[src/rtl/alu_frame_deserializer.sv]
// Deserialises A/B data frames and a CTL frame from sin into checked ALU operands.
// Optional inter-frame idle timeout is enabled by defining ALU_DESER_TIMEOUT_EN.
module alu_frame_deserializer #(
  parameter int unsigned DATA_W      = 32,
  parameter int unsigned CNT_W       = 6,
  parameter int unsigned TIMEOUT_CYC = 1024
) (
  input  logic              clk,
  input  logic              rst,
  input  logic              sin,
  output logic [DATA_W-1:0] a_out,
  output logic [DATA_W-1:0] b_out,
  output logic [2:0]        op_out,
  output logic              out_valid,
  output logic [5:0]        err_flags,
  output logic              err_valid
);

  localparam int unsigned BYTES = DATA_W / 8;
  localparam logic [CNT_W-1:0] NUM_A    = CNT_W'(BYTES);
  localparam logic [CNT_W-1:0] NUM_DATA = CNT_W'(2 * BYTES);
  localparam logic [5:0] ERR_DATA = 6'b100100;
  localparam logic [5:0] ERR_CRC  = 6'b010010;
  localparam logic [5:0] ERR_OP   = 6'b001001;

  if ((DATA_W % 8 != 0) || (DATA_W < 8)) begin : g_bad_data_w
    $error("DATA_W must be a non-zero multiple of 8");
  end
  if ((2 ** CNT_W) <= (2 * BYTES)) begin : g_bad_cnt_w
    $error("CNT_W too narrow for 2*BYTES frames");
  end
  if (TIMEOUT_CYC < 2) begin : g_bad_timeout
    $error("TIMEOUT_CYC must be at least 2");
  end

  typedef enum logic [2:0] {StIdle, StStart, StRead, StStop, StCheck, StError} state_e;

  state_e             state_q, state_d;
  logic [2:0]         bit_cnt_q, bit_cnt_d;
  logic [CNT_W-1:0]   frame_cnt_q, frame_cnt_d;
  logic               is_ctl_q, is_ctl_d;
  logic [DATA_W-1:0]  a_sh_q, a_sh_d, b_sh_q, b_sh_d;
  // The CTL MSB is always 0 and simply falls off the top of this 7-bit shifter.
  logic [6:0]         ctl_sh_q, ctl_sh_d;
  logic [3:0]         ones_cnt_q, ones_cnt_d;
  logic [DATA_W-1:0]  a_q, a_d, b_q, b_d;
  logic [2:0]         op_q, op_d;
  logic               out_valid_q, out_valid_d, err_valid_q, err_valid_d;
  logic [5:0]         err_flags_q, err_flags_d;
  logic               raise, clear;
  logic [5:0]         flag;
  logic [3:0]         crc;
  logic [2*DATA_W+3:0] crc_msg;
  logic               op_ok;

`ifdef ALU_DESER_TIMEOUT_EN
  localparam int unsigned TO_W = $clog2(TIMEOUT_CYC + 1);
  logic [TO_W-1:0] idle_cnt_q, idle_cnt_d;

  always_ff @(posedge clk or negedge rst) begin
    if (!rst) idle_cnt_q <= '0;
    else      idle_cnt_q <= idle_cnt_d;
  end
`endif

  // CRC4 x^4+x+1, init 0, leftmost message bit first.
  assign crc_msg = {b_sh_q, a_sh_q, 1'b1, ctl_sh_q[6:4]};
  always_comb begin
    crc = '0;
    for (int i = 2 * DATA_W + 3; i >= 0; i--) begin
      crc = {crc[2:0], 1'b0} ^ ({4{crc[3] ^ crc_msg[i]}} & 4'b0011);
    end
  end

  assign op_ok = ctl_sh_q[6:4] inside {3'b000, 3'b001, 3'b100, 3'b101};

  always_comb begin
    state_d     = state_q;
    bit_cnt_d   = bit_cnt_q;
    frame_cnt_d = frame_cnt_q;
    is_ctl_d    = is_ctl_q;
    a_sh_d      = a_sh_q;
    b_sh_d      = b_sh_q;
    ctl_sh_d    = ctl_sh_q;
    ones_cnt_d  = ones_cnt_q;
    a_d         = a_q;
    b_d         = b_q;
    op_d        = op_q;
    out_valid_d = 1'b0;
    err_valid_d = 1'b0;
    err_flags_d = err_flags_q;
    raise       = 1'b0;
    clear       = 1'b0;
    flag        = '0;
`ifdef ALU_DESER_TIMEOUT_EN
    idle_cnt_d  = idle_cnt_q;
`endif
    unique case (state_q)
      StIdle: begin
        if (!sin) state_d = StStart;
`ifdef ALU_DESER_TIMEOUT_EN
        if (!sin || frame_cnt_q == '0) begin
          idle_cnt_d = '0;
        end else if (idle_cnt_q == TO_W'(TIMEOUT_CYC - 1)) begin
          idle_cnt_d = '0;
          raise      = 1'b1;
          flag       = ERR_DATA;
        end else begin
          idle_cnt_d = idle_cnt_q + TO_W'(1);
        end
`endif
      end
      StStart: begin
        is_ctl_d  = sin;
        bit_cnt_d = '0;
        if (!sin && frame_cnt_q == NUM_DATA) begin
          raise      = 1'b1;
          flag       = ERR_DATA;
          ones_cnt_d = '0;
          state_d    = StError;
        end else begin
          state_d = StRead;
        end
      end
      StRead: begin
        if (is_ctl_q)                ctl_sh_d = {ctl_sh_q[5:0], sin};
        else if (frame_cnt_q < NUM_A) a_sh_d  = {a_sh_q[DATA_W-2:0], sin};
        else                          b_sh_d  = {b_sh_q[DATA_W-2:0], sin};
        bit_cnt_d = bit_cnt_q + 3'd1;
        if (bit_cnt_q == 3'd7) state_d = StStop;
      end
      StStop: begin
        if (!sin) begin
          raise      = 1'b1;
          flag       = ERR_DATA;
          ones_cnt_d = '0;
          state_d    = StError;
        end else if (is_ctl_q) begin
          state_d = StCheck;
        end else begin
          frame_cnt_d = frame_cnt_q + CNT_W'(1);
          state_d     = StIdle;
        end
      end
      StCheck: begin
        state_d = StIdle;
        clear   = 1'b1;
        if (frame_cnt_q != NUM_DATA) begin
          raise = 1'b1;
          flag  = ERR_DATA;
        end else if (crc != ctl_sh_q[3:0]) begin
          raise = 1'b1;
          flag  = ERR_CRC;
        end else if (!op_ok) begin
          raise = 1'b1;
          flag  = ERR_OP;
        end else begin
          a_d         = a_sh_q;
          b_d         = b_sh_q;
          op_d        = ctl_sh_q[6:4];
          out_valid_d = 1'b1;
        end
      end
      StError: begin
        // Drain until the line has been idle for a full frame length.
        if (!sin) begin
          ones_cnt_d = '0;
        end else if (ones_cnt_q == 4'd10) begin
          ones_cnt_d = '0;
          state_d    = StIdle;
        end else begin
          ones_cnt_d = ones_cnt_q + 4'd1;
        end
      end
      default: state_d = StIdle;
    endcase
    if (raise) begin
      err_valid_d = 1'b1;
      err_flags_d = flag;
      clear       = 1'b1;
    end
    if (clear) begin
      frame_cnt_d = '0;
      a_sh_d      = '0;
      b_sh_d      = '0;
      ctl_sh_d    = '0;
    end
  end

  always_ff @(posedge clk or negedge rst) begin
    if (!rst) begin
      state_q     <= StIdle;
      bit_cnt_q   <= '0;
      frame_cnt_q <= '0;
      is_ctl_q    <= 1'b0;
      a_sh_q      <= '0;
      b_sh_q      <= '0;
      ctl_sh_q    <= '0;
      ones_cnt_q  <= '0;
      a_q         <= '1;
      b_q         <= '1;
      op_q        <= 3'b111;
      out_valid_q <= 1'b0;
      err_valid_q <= 1'b0;
      err_flags_q <= '0;
    end else begin
      state_q     <= state_d;
      bit_cnt_q   <= bit_cnt_d;
      frame_cnt_q <= frame_cnt_d;
      is_ctl_q    <= is_ctl_d;
      a_sh_q      <= a_sh_d;
      b_sh_q      <= b_sh_d;
      ctl_sh_q    <= ctl_sh_d;
      ones_cnt_q  <= ones_cnt_d;
      a_q         <= a_d;
      b_q         <= b_d;
      op_q        <= op_d;
      out_valid_q <= out_valid_d;
      err_valid_q <= err_valid_d;
      err_flags_q <= err_flags_d;
    end
  end

  assign a_out     = a_q;
  assign b_out     = b_q;
  assign op_out    = op_q;
  assign out_valid = out_valid_q;
  assign err_valid = err_valid_q;
  assign err_flags = err_flags_q;

endmodule

[config.mk]
export PLATFORM = sky130hd
export DESIGN_NAME = alu_frame_deserializer
export DESIGN_NICKNAME = d
export VERILOG_FILES = /design/src/rtl/alu_frame_deserializer.sv
export SDC_FILE = /design/constraint.sdc
export NUM_CORES = 1
export LEC_CHECK = 0
export BUFFER_PORTS_ARGS = -buffer_cell sky130_fd_sc_hd__clkbuf_2
export CELL_PAD_IN_SITES_DETAIL_PLACEMENT = 0
export CELL_PAD_IN_SITES_GLOBAL_PLACEMENT = 1
export CORE_MARGIN = 1
export CORE_UTILIZATION = 30
export DETAILED_ROUTE_END_ITERATION = 6
export PLACE_DENSITY_LB_ADDON = 0.25
export SYNTH_ARGS = -nofsm -noshare
export SYNTH_HDL_FRONTEND = slang
export SYNTH_SLANG_ARGS = --single-unit
[constraint.sdc]
create_clock -name clk -period 9.5 [get_ports clk]
set_input_delay 0.475 -clock clk [delete_from_list [all_inputs] [get_ports clk]]
set_output_delay 0.475 -clock clk [all_outputs]
set_load 0.005 [all_outputs]
==> metrics.md, run 1 <==
| Metric | Value |
|---|---|
| Status | `complete, no violations` |
| Register area share after synthesis | `0.5245` |
| Reg area | `0.004088 mm²` |
| Die Area | `0.02663 mm²` |
| WL/cell | `16.32 µm` |
| Pwr Density | `214.8 mW/mm²` |
| Rel. slew slack | `0.2210` |
| Global-route wire length before repair | `28.89 mm` |
| Finished Core Util | `0.3578` |
| Crit path buf inv count | `1` |
| Crit-path max FO | `37` |
| Worst Max-Slew Pin Slew | `1166 ps` |
| Fin cells | `1084` |
| First drt pass iteration count | `4` |
| Part of the cycle the worst path needs | `0.4457` |
| CTS buffer count | `17` |
| Synthesized cell area | `0.007794 mm²` |
| Highest-count cells in the layout ignoring fill and taps | `nand2_1 (146), dfrtp_1 (93), clkbuf_2 (76)` |
| Combinational share of power | `0.239` |
| Setup crit start kind | `flip-flop` |
| Post-Synthesis Cells | `677` |
| Final Wtd Congestion | `0.7881` |
| Commonest non-fill, non-tap cell in the layout | `nand2_1` |
| Gr ovfl total | `0` |
| H-tree depth | `4` |
| Crit path launch | `b_sh_q[29]` |
| Critical Path Most Common Cell | `xnor3_1` |
| Setup crit end kind | `flip-flop` |
| Clock Latency Late Sink | `430 ps` |
| Clock Power Share | `0.352` |
| Unrepaired setup endpoints after global routing | `false` |
| Max-slew violations | `0` |
| Dominant cell type by area after synthesis | `dfrtp_1` |
| Final hold vios | `0` |
| Cts repair resizes | `0` |
| Routed WL | `17.69 mm` |
| Die Height | `163.2 µm` |
| Root Buffer | `clkbuf_16` |
| Routed Antenna Nets | `0` |
| Fin nets | `750` |
| Main synth FF type | `dfrtp_1` |
| Final worst-path setup slack | `5266 ps` |
| FMAX | `0.2362 GHz` |
| Switch share | `0.3304` |
| Tot GR Track Use | `0.1411` |
| Antenna diode count | `0` |
| Hold slack | `98.08 ps` |
| VDD IR-drop max | `0.1003 mV` |
| Post-detail-place hpwl | `12.20 mm` |
| Post-CTS Setup Repair Bufs | `0` |
| Initial DRC Count | `272` |
| Yosys cell types | `42` |
| #FFs+latches synth | `160` |
| CP peak stage delay | `460 ps` |
| Sw Pwr | `0.0006429 W` |
| Core box area | `0.02533 mm²` |
| P&R area growth vs syn | `16.26%` |
| Mean Syn Cell Area | `11.51 µm²` |
| Layout Skew | `11.65 ps` |
| Worst-path clk slew | `70 ps` |
| Critical-path cell list | `xnor3_1 > xnor3_1 > xnor3_1 > xnor3_1 > xnor3_1 > mux2i_1 > a2bb2oi_2 > nor4_4 > buf_4 > mux2_2` |
| Syn_nets | `686` |
| Top delay family on crit path | `XOR/XNOR gates` |
| Hold Buf Count CTS | `0` |
| Largest net degree at the start of global routing | `92` |
| Fin crit period | `4234 ps` |
| Internal | `0.001303 W` |
| Number of synthesized flops with an enable pin | `0` |
| Drc violations | `0` |
| Vias | `4989` |
| Chip width | `163.2 µm` |
| Worst min-delay path category | `in -> async` |
| Count of final setup violators | `0` |
| Slowest library cell on the worst path | `buf_4` |
| Yosys top cell area share | `0.2986` |
| Reg-to-reg startpoint | `b_sh_q[29]` |
| CP Data Arrival Time | `4590 ps` |
| Layout cells sized above 1 | `0.3369` |
| IO buf count | `77` |
| Top Ports | `78` |
| Area contributors post-synth | `dfrtp_1 (30%), dfstp_2 (23%), mux2_2 (9.5%)` |
| Post-Place Setup Slack | `5233 ps` |
| CTS Buffer Depth | `2` |
| Required @ worst endpoint | `9850 ps` |
| Filler cell count | `2510` |
| Share of flip-flops with an asynchronous set or reset | `1.000` |
| Leak pwr | `4.080 nW` |
| CTS tree | `yes` |
| Effective utilization at floorplan | `0.3077` |
| # rows | `58` |
| Vias in the first global route | `5173` |
| Clk sink count | `160` |
| Antenna violations before repair | `0` |
| DR vias/cell | `4.602` |
| Area of the multi-input gates | `0.003512 mm²` |
| Placed insts | `1052` |
| Setup TNS | `0 ps` |
| WS Path Type | `reg -> reg` |
| Max-cap viol count | `0` |
| Synth warn | `0` |
| Reg power frac | `0.410` |
## path summary, 6_finish.rpt
path,slack [ps],cells after the start,to
worst max register to register,5270,10,b_out[11]
min in group clk,470,3,a_sh_q[0]
worst max-delay path,5270,10,b_out[11]
max in group asynchronous,7970,2,ctl_sh_q[6]
worst min register to register,480,1,op_out[1]
worst min-delay path,100,1,b_sh_q[18]
## stage by stage
step,instance area (µm²),total power [W]
after CTS,9061,0.001970
after global placement,8476,0.001256
final,9061,0.001946
after detailed placement,8476,0.001276
after global routing,9061,0.002059
after floorplan,7794,0.001155
## worst register-to-register path: stages, from the launching register on
cell and delay, ps:
dfrtp_1 420, xnor3_1 420, xnor3_1 440, xnor3_1 450, xnor3_1 450, xnor3_1 450, mux2i_1 240, a2bb2oi_2 120
nor4_4 280, buf_4 460, mux2_2 440
## power groups by stage
stage	Sequential (W)	Clock [W]	Combinational, W
6_report	0.000797	0.000685	0.000464
5_1_grt	0.000806	0.000737	0.000516
4_1_cts	0.000797	0.000704	0.000469
3_5_place_dp	0.000809	0	0.000468
3_3_place_gp	0.000805	0	0.000451
2_1_floorplan	0.000773	0	0.000382
## kinds of logic (layout without fill, tap and decap cells)
group | count (synthesis) | count (layout) | share of synthesized area
and+or+nand+nor | 197 | 197 | 0.1040
AOI/OAI and AO/OA | 99 | 99 | 0.06951
DFF | 160 | 160 | 0.5245
muxes | 76 | 76 | 0.1082
adders and majority gates | 6 | 6 | 0.009632
xor gates and xnor gates | 94 | 94 | 0.1572
buffers and inverters | 45 | 122 | 0.02697
## state kept, by name (all words and copies together), names as in the netlist
| name | count |
|---|---|
| a_out | 32 |
| out_valid | 1 |
| frame_cnt_q | 6 |
| b_sh_q | 32 |
| a_sh_q | 32 |
| bit_cnt_q | 3 |
| is_ctl_q | 1 |
| ctl_sh_q | 7 |
| ones_cnt_q | 4 |
| b_out | 32 |
| err_flags | 3 |
| op_out | 3 |
| state_q | 3 |
| err_valid | 1 |
## metal layers
| metal | wire (µm) | GRT usage |
|---|---|---|
| met3 | 554 | 0.02743 |
| met1 | 8390 | 0.1893 |
| met4 | 221 | 0.04545 |
| met5 | 0 | 0 |
| met2 | 8527 | 0.2279 |
## Yosys cell counts, types with 2 or more instances
| library cell | count |
|---|---|
| clkbuf_1 | 25 |
| xnor2_1 | 48 |
| buf_1 | 3 |
| a21oi_1 | 71 |
| nand3_1 | 3 |
| xor2_1 | 17 |
| nand2_1 | 146 |
| o211ai_1 | 2 |
| buf_4 | 4 |
| or3_1 | 3 |
| xnor3_1 | 27 |
| nand2b_1 | 4 |
| a22oi_1 | 2 |
| inv_1 | 7 |
| and3_1 | 2 |
| dfstp_2 | 67 |
| nor2b_1 | 2 |
| ha_1 | 6 |
| nor2_1 | 24 |
| nor3_1 | 6 |
| buf_2 | 3 |
| o21ai_0 | 14 |
| mux2i_1 | 10 |
| xor3_1 | 2 |
| mux2_2 | 66 |
| dfrtp_1 | 93 |
| nand4_1 | 2 |
| buf_6 | 3 |
| or2_2 | 2 |
## final cells by class
cell class                 count  share of cell area
clock buffer                  17             0.04695
clock inverter                15             0.01767
inverter                       7            0.002900
multi-input combinational    472              0.3876
sequential                   160              0.4511
tap                          330             0.04557
timing repair buffer          83             0.04819
Note: power is estimated with default switching activity, not from simulation.
==> run 2: changes to the inputs <==
--- a/config.mk
+++ b/config.mk
@@ -5,6 +5,7 @@
 export SDC_FILE = /design/constraint.sdc
 export NUM_CORES = 1
 export LEC_CHECK = 0
+export ABC_AREA = 1
 export BUFFER_PORTS_ARGS = -buffer_cell sky130_fd_sc_hd__clkbuf_2
 export CELL_PAD_IN_SITES_DETAIL_PLACEMENT = 0
 export CELL_PAD_IN_SITES_GLOBAL_PLACEMENT = 1
==> constraint.sdc (replaced) <==
create_clock -name clk -period 3.4 [get_ports clk]
set_input_delay 0.17 -clock clk [delete_from_list [all_inputs] [get_ports clk]]
set_output_delay 0.17 -clock clk [all_outputs]
set_load 0.005 [all_outputs]
==> run 2 against run 1 <==
The flow now finishes with violations (setup timing); design area rose by 52%; clock skew is essentially flat; sequential power grew to 2.6 times the previous value; non-clock buffer count up 142; count of clock-buffer cells in the layout unchanged; critical path depth increased by 54; core utilization is 10 points higher; setup slack worse by 8400 ps; die area is 17% higher; largest power group is now combinational logic.
==> metrics.md, run 2 <==
| Metric | Value |
|---|---|
| Status | `complete, but fails checks` |
| Failing checks | `setup timing` |
| Synthesized cell area | `0.009175 mm²` |
| Effective utilization at floorplan | `0.3071` |
| IO buf count | `77` |
| Worst hold path startpoint | `sin` |
| Final Wtd Congestion | `0.8299` |
| Layout cells sized above 1 | `0.5500` |
| Combinational share of power | `0.351` |
| Dominant cell type by area after synthesis | `dfrtp_1` |
| CTS Buffer Depth | `2` |
| Unrepaired setup endpoints after global routing | `true` |
| Die Area | `0.03129 mm²` |
| Global-route wire length before repair | `41.20 mm` |
| Crit path launch | `b_sh_q[31]` |
| Clk sink count | `160` |
| Post-detail-place hpwl | `16.78 mm` |
| H-tree depth | `4` |
| Clock Latency Late Sink | `440 ps` |
| FMAX | `0.1519 GHz` |
| Leak pwr | `6.880 nW` |
| Internal | `0.003791 W` |
| Grt met3 use | `0.03179` |
| Total Power | `0.006162 W` |
| #FFs+latches synth | `160` |
| CTS buffer count | `17` |
| Critical Path Most Common Cell | `nand2_4` |
| Top delay family on crit path | `simple AND/OR/NAND/NOR gates` |
| CP Data Arrival Time | `6950 ps` |
| Gr ovfl total | `0` |
| Setup crit start kind | `flip-flop` |
| WS Path Type | `reg -> reg` |
| Final hold vios | `0` |
| Max-cap viol count | `0` |
| # rows | `63` |
| Gr busiest metal | `met2` |
| Required @ worst endpoint | `3770 ps` |
| Root Buffer | `clkbuf_16` |
| Share of flip-flops with an asynchronous set or reset | `1.000` |
| CTS tree | `yes` |
| Mean Syn Cell Area | `7.633 µm²` |
| Routed WL | `26.24 mm` |
| CP peak stage delay | `410 ps` |
| Final worst-path setup slack | `-3181 ps` |
| Count of final setup violators | `72` |
| Fin crit period | `6581 ps` |
| Crit-path max FO | `26` |
| Most numerous cell in the Yosys netlist | `nand2_1` |
| Part of the cycle the worst path needs | `1.936` |
| Chip width | `176.9 µm` |
| Core box area | `0.02987 mm²` |
| Post-Synthesis Cells | `1202` |
| Reg power frac | `0.338` |
| Reg-to-reg startpoint | `b_sh_q[31]` |
| Worst-path clk slew | `70 ps` |
| P&R area growth vs syn | `50.61%` |
| Register area share after synthesis | `0.4455` |
| First drt pass iteration count | `5` |
| Met2 usage | `0.2761` |
| Finished Core Util | `0.4625` |
| Area contributors post-synth | `dfrtp_1 (25%), dfstp_2 (19%), nand2_1 (14%)` |
| Layout Skew | `11.28 ps` |
| Hold slack | `94.06 ps` |
| Antenna diode count | `0` |
| Worst Max-Slew Pin Slew | `608.7 ps` |
| Slowest library cell on the worst path | `dfrtp_1` |
| GR Util met1 | `0.2198` |
| Fin nets | `1425` |
| Initial DRC Count | `318` |
| WL/cell | `14.42 µm` |
| Highest-count cells in the layout ignoring fill and taps | `inv_1 (173), nand2_1 (157), nand2_2 (144)` |
| Antenna violations before repair | `0` |
| Max-slew violations | `0` |
| Pwr Density | `445.9 mW/mm²` |
| Setup crit end kind | `flip-flop` |
| Drc violations | `0` |
| Die Height | `176.9 µm` |
| Design Area, Final | `0.01382 mm²` |
| Yosys top cell area share | `0.2536` |
| Commonest non-fill, non-tap cell in the layout | `inv_1` |
| Placed insts | `1749` |
| Routed Antenna Nets | `0` |
| Crit path buf inv count | `5` |
| Area after DPL | `0.01075 mm²` |
| DR vias/cell | `4.665` |
| Clock Power Share | `0.311` |
| Worst min-delay path category | `in -> reg` |
| Fin cells | `1819` |
| Main synth FF type | `dfrtp_1` |
| Switch share | `0.3848` |
| Number of synthesized flops with an enable pin | `0` |
| Top Ports | `78` |
| Synth warn | `0` |
| Vias | `8486` |
| Post-synth top cells | `nand2_1 (341), inv_1 (187), nand3_1 (144)` |
| Vias in the first global route | `8230` |
| Rel. slew slack | `0.5911` |
| Largest net degree at the start of global routing | `66` |
| Tot GR Track Use | `0.1663` |
| VDD IR-drop max | `0.4185 mV` |
| Sw Pwr | `0.002371 W` |
| Yosys cell types | `40` |
| Syn_nets | `1211` |
-- run 2: cell count changes in the layout (fill, tap and decap cells not counted), sizes merged, moves of 6 or more --
cell / delta
a22oi: +59
o22ai: +6
nand2: +273
mux2i: -10
nand3: +156
xnor3: -27
xnor2: -45
nor2: +13
a21oi: -67
inv: +204
xor2: -10
o21ai: +65
mux2: -66
buf: +137
-- run 2: final cells by class --
class | instances | area [µm²]
Clock buffer | 17 | 425.4
Inverter | 206 | 793.3
Clock inverter | 15 | 146.4
Tap cell | 390 | 488.0
Fill cell | 2881 | 16060
Sequential cell | 160 | 4091
Timing Repair Buffer | 225 | 1769
Multi-Input combinational cell | 806 | 6105
-- run 2: what timing repair did --
action | CTS | global route
pin swaps | 57 | 113
hold buffers | 1 | 0
gates cloned | 5 | 5
resized for setup | 211 | 298
setup buffers | 17 | 14
endpoints found under the setup margin | 72 | 72
endpoints found under the hold margin | 38 | 0
-- run 2: worst reg2reg max path: cells and delay by family, from the launching register on --
family | cells | cell delay, ps
compound gates | 1 | 50
xor+xnor | 2 | 380
simple gates | 56 | 5090
buf+inv | 5 | 590
flops | 1 | 410
-- run 2: cells by family (layout without fill, tap and decap cells) --
kind of cell | Yosys count | in the layout | synth area share
buffers and inverters | 236 | 463 | 0.1057
XOR/XNOR | 10 | 10 | 0.009547
adder cells (fa/ha/maj) | 6 | 6 | 0.008182
flip-flops | 160 | 160 | 0.4455
AND/OR/NAND/NOR | 631 | 631 | 0.3184
AO/OA/AOI/OAI | 159 | 159 | 0.1126
-- run 2: worst paths after layout --
check                        endpoint  slack [ps]  cells past startpoint
max in group asynchronous   a_out[16]        2170                      3
min reg2reg                 op_out[1]         460                      2
min in group asynchronous  b_sh_q[27]         290                      2
max                         b_out[10]       -3180                     64
max reg2reg                 b_out[10]       -3180                     64
min                          is_ctl_q          90                      3
-- run 2: metrics by stage --
stage | setup WS [ps] | TNS, ps
after floorplan | -2102 | -149660
after global placement | -3017 | -214690
after detailed placement | -3076 | -218200
after CTS | -2992 | -212010
after global routing | -3654 | -260100
final | -3181 | -226230
-- run 2: power groups by stage --
stage / clock network, W / registers [W] / logic, W
6_report: 0.00192 / 0.00208 / 0.00216
2_1_floorplan: 0 / 0.00209 / 0.00114
3_3_place_gp: 0 / 0.00211 / 0.00153
4_1_cts: 0.00198 / 0.00208 / 0.00168
3_5_place_dp: 0 / 0.00211 / 0.00154
5_1_grt: 0.00205 / 0.00210 / 0.00239
-- run 2: metal layers --
layer,up-vias,share of wire,routed length (µm)
li1,4290,-,-
met1,4075,0.47,12280
met2,104,0.49,12960
met3,17,0.028,725
met4,0,0.010,263
met5,-,0,0
==> run 3: changes to the inputs <==
--- a/config.mk
+++ b/config.mk
@@ -5,7 +5,6 @@
 export SDC_FILE = /design/constraint.sdc
 export NUM_CORES = 1
 export LEC_CHECK = 0
-export ABC_AREA = 1
 export BUFFER_PORTS_ARGS = -buffer_cell sky130_fd_sc_hd__clkbuf_2
 export CELL_PAD_IN_SITES_DETAIL_PLACEMENT = 0
 export CELL_PAD_IN_SITES_GLOBAL_PLACEMENT = 1
==> constraint.sdc (replaced) <==
create_clock -name clk -period 3.4 [get_ports clk]
set_input_delay 0.34 -clock clk [delete_from_list [all_inputs] [get_ports clk]]
set_output_delay 0.34 -clock clk [all_outputs]
set_load 0.005 [all_outputs]
==> run 3 against run 2 <==
The flow still finishes with violations (setup timing); sequential share of layout area is 12 points higher; maximum frequency is 81% higher; die area is 15% lower; register-to-register slack better by 2900 ps; sequential power is 7% higher; hold slack better by 240 ps; sequential cell count stayed put; setup slack better by 2900 ps; critical path depth is 53 lower; cell count is 37% lower; critical endpoint is now b_out[13].
==> metrics.md, run 3 (same netlist as run 1, synthesis figures left out) <==
| Metric | Value |
|---|---|
| H-tree depth | `4` |
| P&R area growth vs syn | `25.98%` |
| Fin nets | `814` |
| Vias in the first global route | `5411` |
| CP Data Arrival Time | `4000 ps` |
| Root Buffer | `clkbuf_16` |
| Leak pwr | `4.479 nW` |
| Fin crit period | `3643 ps` |
| Drc violations | `0` |
| Design Area, Final | `0.009818 mm²` |
| Total Power | `0.005718 W` |
| WS Path Type | `reg -> reg` |
| Vias | `5272` |
| CTS Buffer Depth | `2` |
| IO buf count | `77` |
| Chip width | `163.2 µm` |
| Layout Skew | `17.68 ps` |
| CTS tree | `yes` |
| CTS buffer count | `17` |
| Clk sink count | `160` |
| Count of final setup violators | `66` |
| Highest-count cells in the layout ignoring fill and taps | `nand2_1 (146), dfrtp_1 (93), clkbuf_2 (76)` |
| Largest net degree at the start of global routing | `71` |
| Antenna violations before repair | `0` |
| Area after DPL | `0.008991 mm²` |
| Post-detail-place hpwl | `12.87 mm` |
| Routed Antenna Nets | `0` |
| VDD IR-drop max | `0.3628 mV` |
| Required @ worst endpoint | `3750 ps` |
| Final Wtd Congestion | `0.7760` |
| Core box area | `0.02533 mm²` |
| Die Height | `163.2 µm` |
| Tot GR Track Use | `0.1455` |
| Post-Place Setup Slack | `-300.7 ps` |
| Status | `complete, but fails checks` |
| Routed WL | `18.55 mm` |
| Rel. slew slack | `0.5478` |
| Global-route wire length before repair | `29.90 mm` |
| Max-slew violations | `0` |
| Max-cap viol count | `0` |
| Unrepaired setup endpoints after global routing | `true` |
| DR vias/cell | `4.588` |
| Filler cell count | `2456` |
| Worst-path clk slew | `60 ps` |
| Crit-path max FO | `13` |
| Gr ovfl total | `0` |
| WL/cell | `16.14 µm` |
| # rows | `58` |
| Die Area | `0.02663 mm²` |
| Part of the cycle the worst path needs | `1.071` |
| Area of the multi-input gates | `0.003676 mm²` |
| Final worst-path setup slack | `-242.6 ps` |
| Worst min-delay path category | `in -> reg` |
| Finished Core Util | `0.3877` |
| Layout cells sized above 1 | `0.3961` |
| Failing checks | `setup timing` |
| Initial DRC Count | `266` |
| Reg area | `0.004088 mm²` |
| Top Ports | `78` |
| Effective utilization at floorplan | `0.3077` |
| Clock Latency Late Sink | `430 ps` |
| Setup crit start kind | `flip-flop` |
| Final hold vios | `0` |
| Pwr Density | `582.4 mW/mm²` |
| Setup crit end kind | `flip-flop` |
| Commonest non-fill, non-tap cell in the layout | `nand2_1` |
| Worst Max-Slew Pin Slew | `675.7 ps` |
| First drt pass iteration count | `5` |
| FMAX | `0.2745 GHz` |
run 3: cell count changes in the layout (fill, tap and decap cells not counted), sizes merged, moves of 45 or more:
| cell | delta |
|---|---|
| mux2 | +66 |
| inv | -206 |
| a21oi | +67 |
| a22oi | -59 |
| nand2 | -273 |
| nand3 | -156 |
| xnor2 | +45 |
| o21ai | -65 |
| buf | -75 |
run 3: what timing repair did:
item / CTS / global route
gates cloned: 0 / 1
resized for setup: 14 / 23
endpoints found under the setup margin: 71 / 71
setup buffers: 1 / 3
hold buffers: 1 / 0
pin swaps: 3 / 8
hold endpoints to repair: 19 / 0
run 3: metal layers:
metal / routed length (µm) / up-vias / global-route usage
li1: - / 2530 / -
met1: 8766 / 2638 / 0.1973
met2: 9007 / 97 / 0.2346
met3: 645 / 7 / 0.03250
met4: 129 / 0 / 0.03483
met5: 0 / - / 0
run 3: path summary, 6_finish.rpt:
path / slack, ps / start / end / cells past startpoint
min in group asynchronous: 480 / rst / b_sh_q[18] / 2
worst max register to register: -240 / b_sh_q[31] / b_out[13] / 11
worst min register to register: 490 / op_out[1] / op_out[1] / 1
max in group asynchronous: 1980 / rst / a_out[9] / 3
worst min-delay path: 330 / sin / b_sh_q[0] / 3
worst max-delay path: -240 / b_sh_q[31] / b_out[13] / 11
run 3: final cells by class:
type	count	area share
sequential	160	0.4163
timing repair buffer	147	0.1013
multi-input combinational	472	0.3744
antenna	1	0.0002549
clock buffer	24	0.05021
clock inverter	8	0.01274
tap	330	0.04205
inverter	7	0.002676
run 3: report_power, final:
group / internal [W] / leakage [nW] / switching, W
clock network: 0.00124 / 0.300 / 0.000780
logic: 0.000646 / 2.21 / 0.000824
registers: 0.00203 / 1.97 / 0.000196
total: 0.00392 / 4.48 / 0.00180
run 3: worst max-delay path, cell delays in order (launching register included):
cell       delay, ps
dfrtp_1          380
xnor3_1          370
xnor3_2          460
xnor3_2          280
xnor3_1          410
xnor3_2          430
mux2i_1          230
a2bb2oi_2        100
nor4_4           190
buf_6            200
clkbuf_16        180
mux2_2           340
run 3: metrics by stage:
stage | hold slack [ps] | instances | TNS (ps)
floorplan | 44.41 | 677 | 0
global placement | 369.5 | 1110 | -12790
detailed placement | 386.9 | 1110 | -17690
CTS | 321.8 | 1144 | -12770
global route | 367.1 | 1148 | -22310
finish | 333.9 | 1149 | -13780
